===== config.mk =====
export PLATFORM = sky130hd
export DESIGN_NAME = tristate_line_rx
export DESIGN_NICKNAME = d
export VERILOG_FILES = /design/src/rtl/tristate_line_pkg.sv /design/src/rtl/line_sync.sv /design/src/rtl/tristate_line_rx.sv
export SDC_FILE = /design/constraint.sdc
export NUM_CORES = 1
export LEC_CHECK = 0
export BUFFER_PORTS_ARGS = -buffer_cell sky130_fd_sc_hd__buf_2
export CORE_ASPECT_RATIO = 0.5
export CORE_MARGIN = 2
export CORE_UTILIZATION = 45
export CTS_CLUSTER_SIZE = 12
export DETAILED_ROUTE_END_ITERATION = 10
export GPL_ROUTABILITY_DRIVEN = 0
export HOLD_SLACK_MARGIN = 0.06
export PLACE_DENSITY = 0.77
export SETUP_SLACK_MARGIN = 0.15
export SKIP_CTS_REPAIR_TIMING = 1
export SKIP_LAST_GASP = 1
export SLEW_MARGIN = 0
export SYNTH_ARGS = -nofsm -noshare
export SYNTH_HDL_FRONTEND = slang
export SYNTH_SLANG_ARGS = --single-unit

===== constraint.sdc =====
create_clock -name CLK -period 1.77 [get_ports CLK]
set_input_delay 0.354 -clock CLK [delete_from_list [all_inputs] [get_ports CLK]]
set_output_delay 0.354 -clock CLK [all_outputs]
set_load 0.005 [all_outputs]

===== src/rtl/tristate_line_pkg.sv =====
// Shared types and helpers for the tristate single-wire line (receiver and mirror transmitter).
package tristate_line_pkg;

  typedef enum logic [2:0] {IDLE, START, DATA, PARITY, STOP} rx_state_t;

  localparam int DEF_CLKS_PER_BIT = 16;
  localparam int DEF_DATA_BITS    = 8;

  // Even-parity bit for up to 8 data bits: the bit that makes the total count of ones even.
  function automatic logic even_parity(input logic [7:0] d);
    return ^d;
  endfunction

endpackage


===== src/rtl/line_sync.sv =====
// Two-flop synchronizer with a configurable reset value so an idle line reads as released.
module line_sync #(
  parameter logic RST_VAL = 1'b1
) (
  input  logic clk_i,
  input  logic rst_i,
  input  logic d_i,
  output logic q_o
);

  logic [1:0] sync_q;

  always_ff @(posedge clk_i) begin
    if (rst_i) sync_q <= {2{RST_VAL}};
    else       sync_q <= {sync_q[0], d_i};
  end

  assign q_o = sync_q[1];

endmodule


===== src/rtl/tristate_line_rx.sv =====
// Async serial deframer on the shared pull-up line, with valid/ready byte output.
// Optional even-parity bit and PARITY_ERR output when TRISTATE_LINE_RX_PARITY_EN is defined.
module tristate_line_rx
  import tristate_line_pkg::*;
#(
  parameter int CLKS_PER_BIT = DEF_CLKS_PER_BIT,
  parameter int DATA_BITS    = DEF_DATA_BITS
) (
  input  logic                 CLK,
  input  logic                 RST,
  input  logic                 LINE_IN,
  output logic [DATA_BITS-1:0] RX_DATA,
  output logic                 RX_VALID,
  input  logic                 RX_READY,
  output logic                 FRAME_ERR,
  output logic                 OVERRUN,
  output logic                 BUSY
`ifdef TRISTATE_LINE_RX_PARITY_EN
  ,
  output logic                 PARITY_ERR
`endif
);

  localparam int CW = $clog2(CLKS_PER_BIT);
  localparam int IW = $clog2(DATA_BITS);
  localparam logic [CW-1:0] HALF = CW'(CLKS_PER_BIT/2 - 1);
  localparam logic [CW-1:0] FULL = CW'(CLKS_PER_BIT - 1);
  localparam logic [IW-1:0] LAST = IW'(DATA_BITS - 1);

  logic s;

  line_sync #(.RST_VAL(1'b1)) u_sync (
    .clk_i (CLK),
    .rst_i (RST),
    .d_i   (LINE_IN),
    .q_o   (s)
  );

  rx_state_t             state_q, state_d;
  logic [CW-1:0]         cnt_q, cnt_d;
  logic [IW-1:0]         idx_q, idx_d;
  logic [DATA_BITS-1:0]  sh_q, sh_d;
  logic [DATA_BITS-1:0]  data_q, data_d;
  logic                  valid_q, valid_d;
  logic                  ferr_q, ferr_d;
  logic                  ovr_q, ovr_d;
  logic                  hold_q, hold_d;
  logic                  bad_q, bad_d;
  logic                  perr_q, perr_d;
  logic                  tick;

  assign tick = (cnt_q == '0);

  always_comb begin
    state_d = state_q;
    cnt_d   = cnt_q;
    idx_d   = idx_q;
    sh_d    = sh_q;
    data_d  = data_q;
    valid_d = valid_q;
    ferr_d  = 1'b0;
    perr_d  = 1'b0;
    ovr_d   = ovr_q;
    hold_d  = hold_q;
    bad_d   = bad_q;

    if (valid_q && RX_READY) valid_d = 1'b0;

    unique case (state_q)
      IDLE: begin
        // After a framing error the line may sit low (break); wait for release first.
        if (hold_q) begin
          if (s) hold_d = 1'b0;
        end else if (!s) begin
          cnt_d   = HALF;
          state_d = START;
        end
      end
      START: begin
        if (!tick) cnt_d = cnt_q - 1'b1;
        else if (s) state_d = IDLE;
        else begin
          cnt_d   = FULL;
          idx_d   = '0;
          bad_d   = 1'b0;
          state_d = DATA;
        end
      end
      DATA: begin
        if (!tick) cnt_d = cnt_q - 1'b1;
        else begin
          sh_d  = {s, sh_q[DATA_BITS-1:1]};
          cnt_d = FULL;
          if (idx_q == LAST) begin
`ifdef TRISTATE_LINE_RX_PARITY_EN
            state_d = PARITY;
`else
            state_d = STOP;
`endif
          end else begin
            idx_d = idx_q + 1'b1;
          end
        end
      end
`ifdef TRISTATE_LINE_RX_PARITY_EN
      PARITY: begin
        if (!tick) cnt_d = cnt_q - 1'b1;
        else begin
          cnt_d   = FULL;
          bad_d   = (even_parity(8'(sh_q)) != s);
          perr_d  = (even_parity(8'(sh_q)) != s);
          state_d = STOP;
        end
      end
`endif
      STOP: begin
        if (!tick) cnt_d = cnt_q - 1'b1;
        else begin
          state_d = IDLE;
          if (!s) begin
            ferr_d = 1'b1;
            hold_d = 1'b1;
          end else if (!bad_q) begin
            // A byte landing on the same edge the old one is taken simply replaces it.
            if (!valid_q || RX_READY) begin
              data_d  = sh_q;
              valid_d = 1'b1;
            end else begin
              ovr_d = 1'b1;
            end
          end
        end
      end
      default: state_d = IDLE;
    endcase
  end

  always_ff @(posedge CLK) begin
    if (RST) begin
      state_q <= IDLE;
      cnt_q   <= '0;
      idx_q   <= '0;
      sh_q    <= '0;
      data_q  <= '0;
      valid_q <= 1'b0;
      ferr_q  <= 1'b0;
      ovr_q   <= 1'b0;
      hold_q  <= 1'b0;
      bad_q   <= 1'b0;
      perr_q  <= 1'b0;
    end else begin
      state_q <= state_d;
      cnt_q   <= cnt_d;
      idx_q   <= idx_d;
      sh_q    <= sh_d;
      data_q  <= data_d;
      valid_q <= valid_d;
      ferr_q  <= ferr_d;
      ovr_q   <= ovr_d;
      hold_q  <= hold_d;
      bad_q   <= bad_d;
      perr_q  <= perr_d;
    end
  end

  assign RX_DATA   = data_q;
  assign RX_VALID  = valid_q;
  assign FRAME_ERR = ferr_q;
  assign OVERRUN   = ovr_q;
  assign BUSY      = (state_q != IDLE);
`ifdef TRISTATE_LINE_RX_PARITY_EN
  assign PARITY_ERR = perr_q;
`else
  logic unused_perr;
  assign unused_perr = perr_q;
`endif

endmodule


==> flow_metrics.py, run 1 <==
metrics = {
    "layout": {
        "stdcell_count": 220,
        "design_area_um2": 1818,
        "drive_above_1_share_pct": 33.33,
        "fin_nets": 188,
        "diodes": 0,
        "synthToLayoutAreaGrowth_pct": 21.08,
    },
    "timing": {
        "setup_viol": 0,
        "period_needed_ns": 1.660,
        "finalSetupTns_ns": 0,
        "skew_ns": 0.006619,
        "timing.final.crit_share_pct": 93.79,
        "slew_violations": 0,
        "worst_hold_slack_ns": 0.2714,
        "rsz0062_at_grt": "true",
        "worst_slew_pin_slew_ns": 0.5852,
        "clock.fmax_mhz": 602.4,
        "hold_viol": 0,
        "slew_headroom_pct": 60.99,
    },
    "yosys": {
        "syn-num-nets": 163,
        "synth.largest_area_cell": "dfxtp_1",
        "synthArstFlopShare_pct": 0,
        "synth_area_leaders": "dfxtp_1 43%, mux2i_1 10%, nor2_1 5.0%",
        "ys_ff_latch": 32,
        "yosysSeqAreaShare_pct": 42.67,
        "synth.distinct_cells": 45,
        "synth_commonest_cells": "32 x dfxtp_1, 20 x nor2_1, 15 x mux2i_1",
        "synth_edf_count": 0,
        "yosysMostFrequentCell": "dfxtp_1",
        "synth_ff_type": "dfxtp_1",
        "syn_area_um2": 1501,
        "syn_inst": 155,
        "yosysWarnings": 0,
        "synth_top_cell_area_share_pct": 42.67,
        "syn_avg_cell_area_um2": 9.687,
    },
    "floorplanning": {
        "die_w_um": 85.69,
        "dieHeight_um": 44.85,
        "io_pins": 16,
        "fp-row-count": 14,
        "initial_core_util_pct": 48.70,
        "die_area_um2": 3843,
        "core_area_um2": 3083,
    },
    "worst_setup_path": {
        "critPathArrivalTime_ns": 1.87,
        "path_class": "reg2reg",
        "crit_path_end_kind": "flop",
        "worstSetupStartpointType": "flop",
        "cp_max_fo": 7,
        "critical_path_required_ns": 1.98,
    },
    "global_routing": {
        "grt_max_degree": 34,
        "first_global_vias": 1097,
        "grt_pass1_wl_um": 4795,
        "grt_antenna_before_repair": 0,
        "gr-total-overflow": 0,
        "grt_use_total_pct": 16.71,
    },
    "clocking": {
        "cts_tree": "done",
        "clockBufferDepth": 2,
        "clock-sinks": 32,
        "htreeDepth": 2,
        "cts_root_buffer": "clkbuf_8",
        "cts_made_buffers": 5,
        "path_clk_slew_ns": 0.07,
        "clkLatencyLatePin_ns": 0.28,
    },
    "run_status": {
        "status": "completed",
    },
    "detailed_routing": {
        "drt_wl_total_um": 3212,
        "wl_per_cell_um": 14.60,
        "ant_nets": 0,
        "vias": 1231,
        "drc_errors": 0,
        "dr.first_iter.drc_count": 92,
        "first_pass_iters": 4,
        "via_per_inst": 5.595,
    },
    "pwr": {
        "p_leak_nw": 0.7940,
        "p_per_area_nw_per_um2": 1169,
        "vdd_drop_max_v": 0.0006206,
    },
    "run": {
        "cap_violations": 0,
    },
    "placed_design": {
        "post-dp-hpwl_um": 2063,
        "placed_cell_area_um2": 1627,
        "portBuffers": 15,
        "dp_cells": 206,
    },
    "min_path": {
        "hp-class": "in2reg",
    },
}
-- sequential cells by signal, summed over array words and instances, names as in the netlist, 2 cells and up --
name	count
cnt_q	4
sh_q	8
u_sync.sync_q	2
state_q	3
idx_q	3
RX_DATA	8
-- path summary, 6_finish.rpt --
check                           depth (start not counted)                to        startpoint  slack, ns
worst min-delay path                                    2  u_sync.sync_q[0]           LINE_IN       0.27
worst min register to register                          1  u_sync.sync_q[1]  u_sync.sync_q[0]       0.42
worst max register to register                          7          idx_q[2]          cnt_q[1]       0.11
worst max-delay path                                    7          idx_q[2]          cnt_q[1]       0.11
-- metal layers --
layer,up-vias,part of all wire [%],GRT usage [%]
met5,-,0,0
li1,601,-,-
met4,0,1.1,8.571
met2,34,49,29.06
met1,594,43,18.75
met3,2,6.3,6.033
-- where the power goes --
| group | switching, mW | total (mW) | internal, mW | leakage, nW |
|---|---|---|---|---|
| sequential | 0.0934 | 0.874 | 0.781 | 0.262 |
| combinational | 0.362 | 0.729 | 0.367 | 0.491 |
| clock | 0.255 | 0.522 | 0.267 | 0.0410 |
| total | 0.710 | 2.12 | 1.41 | 0.794 |
-- logic make-up (layout without fill, tap and decap cells) --
group,Yosys count,in the layout,synth area share [%]
buffers and inverters,17,42,6.082
flip-flops,32,32,42.67
adder cells (fa/ha/maj),4,4,3.333
XOR/XNOR,1,1,0.5834
multiplexers,15,15,10.00
AO/OA/AOI/OAI,35,35,17.08
AND/OR/NAND/NOR,51,51,20.25
-- final cells by class --
cell class                      count  area, um2
Clock buffer                        6      72.57
Clock inverter                      1      5.005
Fill cell                         260       1265
Inverter                            8      32.53
Multi-Input combinational cell    106      825.8
Sequential cell                    32      653.1
Tap cell                           40      50.05
Timing Repair Buffer               27      178.9
-- placed cells by master (no fill, tap or decap), types with 2 or more instances in the layout --
cell type	instances
o21a_1	3
nand2_1	6
or2_2	2
a221oi_1	2
or3_1	3
a21oi_1	7
buf_4	10
clkbuf_8	5
o21ai_0	5
dfxtp_1	26
dfxtp_2	4
nor3b_2	2
nor2_1	20
inv_1	6
o211ai_1	2
buf_6	3
nand3_1	3
mux2i_1	15
ha_4	2
dfxtp_4	2
a311oi_1	3
nor4_1	2
nor3b_4	2
buf_2	14
-- worst max-delay path, cell delays in order (launching register included) --
cell and delay [ns]:
dfxtp_2 0.34, inv_2 0.09, ha_4 0.15, nor3b_4 0.21, buf_6 0.18, o211ai_4 0.11, or3_1 0.40, a21oi_2 0.12
-- per-stage QoR --
stage          utilization (%)  total power [mW]  setup WS (ns)
2_1_floorplan                -             1.320         0.1376
6_report                 58.97             2.125         0.1099
5_1_grt                  58.97             2.232        0.02918
3_5_place_dp             52.76             1.451        0.08810
3_3_place_gp             52.76             1.425         0.1404
4_1_cts                  55.28             1.966        0.06884
Note: power is estimated with default switching activity, not from simulation.
==> run 2: changes to the inputs <==
--- a/config.mk
+++ b/config.mk
@@ -14,6 +14,7 @@
 export GPL_ROUTABILITY_DRIVEN = 0
 export HOLD_SLACK_MARGIN = 0.06
 export PLACE_DENSITY = 0.77
+export RECOVER_POWER = 25
 export SETUP_SLACK_MARGIN = 0.15
 export SKIP_CTS_REPAIR_TIMING = 1
 export SKIP_LAST_GASP = 1
==> constraint.sdc (replaced) <==
create_clock -name CLK -period 1.77 [get_ports CLK]
set_input_delay 0.354 -clock CLK [delete_from_list [all_inputs] [get_ports CLK]]
set_output_delay 0.354 -clock CLK [all_outputs]
set_load 0.02 [all_outputs]
==> run 2 against run 1 <==
Clock power about the same. Design area shrank 0.48%. Fmax rose by 0.24%. Clock skew is 0.00081 ns higher. Via count shrank 0.89%. Final cell count did not move. Sequential power barely moved. Setup slack better by 0.0040 ns. Wire length down 0.81%.
==> flow_metrics.py, run 2 (synthesis results as in run 1) <==
metrics = {
    "global_routing": {
        "grt_max_degree": 34,
        "first_global_vias": 1097,
        "grt_use_total_pct": 16.71,
        "grt_antenna_before_repair": 0,
        "grt_pass1_wl_um": 4795,
        "gr-total-overflow": 0,
    },
    "floorplanning": {
        "die_w_um": 85.69,
        "dieHeight_um": 44.85,
        "fp-row-count": 14,
        "core_area_um2": 3083,
        "io_pins": 16,
        "die_area_um2": 3843,
        "initial_core_util_pct": 48.70,
    },
    "clocking": {
        "cts_tree": "done",
        "clockBufferDepth": 2,
        "path_clk_slew_ns": 0.07,
        "htreeDepth": 2,
        "clock-sinks": 32,
        "cts_root_buffer": "clkbuf_8",
        "clkLatencyLatePin_ns": 0.28,
        "cts_made_buffers": 5,
    },
    "pwr": {
        "combPwrFrac_pct": 34.8,
        "p_per_area_nw_per_um2": 1183,
        "swShare_pct": 33.78,
        "p_seq_share_pct": 40.8,
        "vdd_drop_max_v": 0.0006251,
        "p_leak_nw": 0.7545,
        "p_clk_share_pct": 24.4,
        "p_sw_mw": 0.7231,
        "power_mw": 2.141,
        "p_int_mw": 1.418,
    },
    "detailed_routing": {
        "ant_nets": 0,
        "wl_per_cell_um": 14.48,
        "first_pass_iters": 4,
        "vias": 1220,
        "dr.first_iter.drc_count": 116,
        "drt_wl_total_um": 3186,
        "via_per_inst": 5.545,
        "drc_errors": 0,
    },
    "run_status": {
        "status": "completed",
    },
    "min_path": {
        "hp-class": "in2reg",
    },
    "worst_setup_path": {
        "critical_path_required_ns": 1.98,
        "path_class": "reg2reg",
        "cp_max_fo": 7,
        "critPathArrivalTime_ns": 1.87,
        "worstSetupStartpointType": "flop",
        "crit_path_end_kind": "flop",
    },
    "layout": {
        "final_common_cell": "dfxtp_1",
        "drive_above_1_share_pct": 28.33,
        "fin_nets": 188,
        "synthToLayoutAreaGrowth_pct": 20.50,
        "diodes": 0,
        "final_cell_mix": "26 x dfxtp_1, 20 x nor2_1, 15 x mux2i_1",
    },
    "timing": {
        "setup_viol": 0,
        "period_needed_ns": 1.656,
        "clock.fmax_mhz": 603.8,
        "slew_violations": 0,
        "hold_viol": 0,
        "timing.final.crit_share_pct": 93.56,
        "skew_ns": 0.007428,
        "slew_headroom_pct": 61.16,
        "rsz0062_at_grt": "true",
        "finalSetupTns_ns": 0,
        "worst_slew_pin_slew_ns": 0.5826,
    },
    "placed_design": {
        "post-dp-hpwl_um": 2063,
        "portBuffers": 15,
    },
    "run": {
        "cap_violations": 0,
    },
}
run 2: per-layer routing:
metal	global-route usage [%]	wire [um]
met1	18.75	1456
met5	0	0
met4	8.571	36
met2	29.06	1555
met3	6.033	138
run 2: critical path, cell delays in order (launching register included):
cell      delay, ns
dfxtp_2        0.33
inv_2          0.09
ha_4           0.15
nor3b_4        0.21
buf_6          0.18
o211ai_4       0.11
or3_1          0.40
a21oi_2        0.12
run 2: path summary, 6_finish.rpt:
check,from,slack [ns],depth (start not counted),to
hold reg to reg,u_sync.sync_q[0],0.42,1,u_sync.sync_q[1]
hold / removal,LINE_IN,0.28,2,u_sync.sync_q[0]
setup / recovery,cnt_q[1],0.11,7,idx_q[2]
setup reg to reg,cnt_q[1],0.11,7,idx_q[2]
run 2: area by class of cell:
type / count / area, um2
fillers: 266 / 1274
multi-input cells: 106 / 825.8
flip-flops and latches: 32 / 655.6
repair buffers: 27 / 167.7
clock buffers: 6 / 72.57
well taps: 40 / 50.05
inverters: 8 / 32.53
clock inverters: 1 / 5.005
run 2: metrics by stage:
stage | hold WS (ns) | instances | utilization [%] | instance area [um2] | setup WS (ns)
3_3_place_gp | 0.4096 | 206 | 52.76 | 1627 | 0.1404
5_1_grt | 0.2629 | 220 | 58.69 | 1809 | 0.04500
2_1_floorplan | 0.3895 | 155 | - | 1525 | 0.1376
6_report | 0.2778 | 220 | 58.69 | 1809 | 0.1139
4_1_cts | 0.2669 | 213 | 55.28 | 1704 | 0.03622
3_5_place_dp | 0.3975 | 206 | 52.76 | 1627 | 0.08810
run 2: power by group through the flow:
stage          sequential [mW]  combinational (mW)  clock (mW)
2_1_floorplan            0.837               0.495           0
3_3_place_gp             0.869               0.568           0
3_5_place_dp             0.875               0.588           0
4_1_cts                  0.858               0.589       0.531
5_1_grt                  0.881               0.803       0.561
6_report                 0.872               0.746       0.523
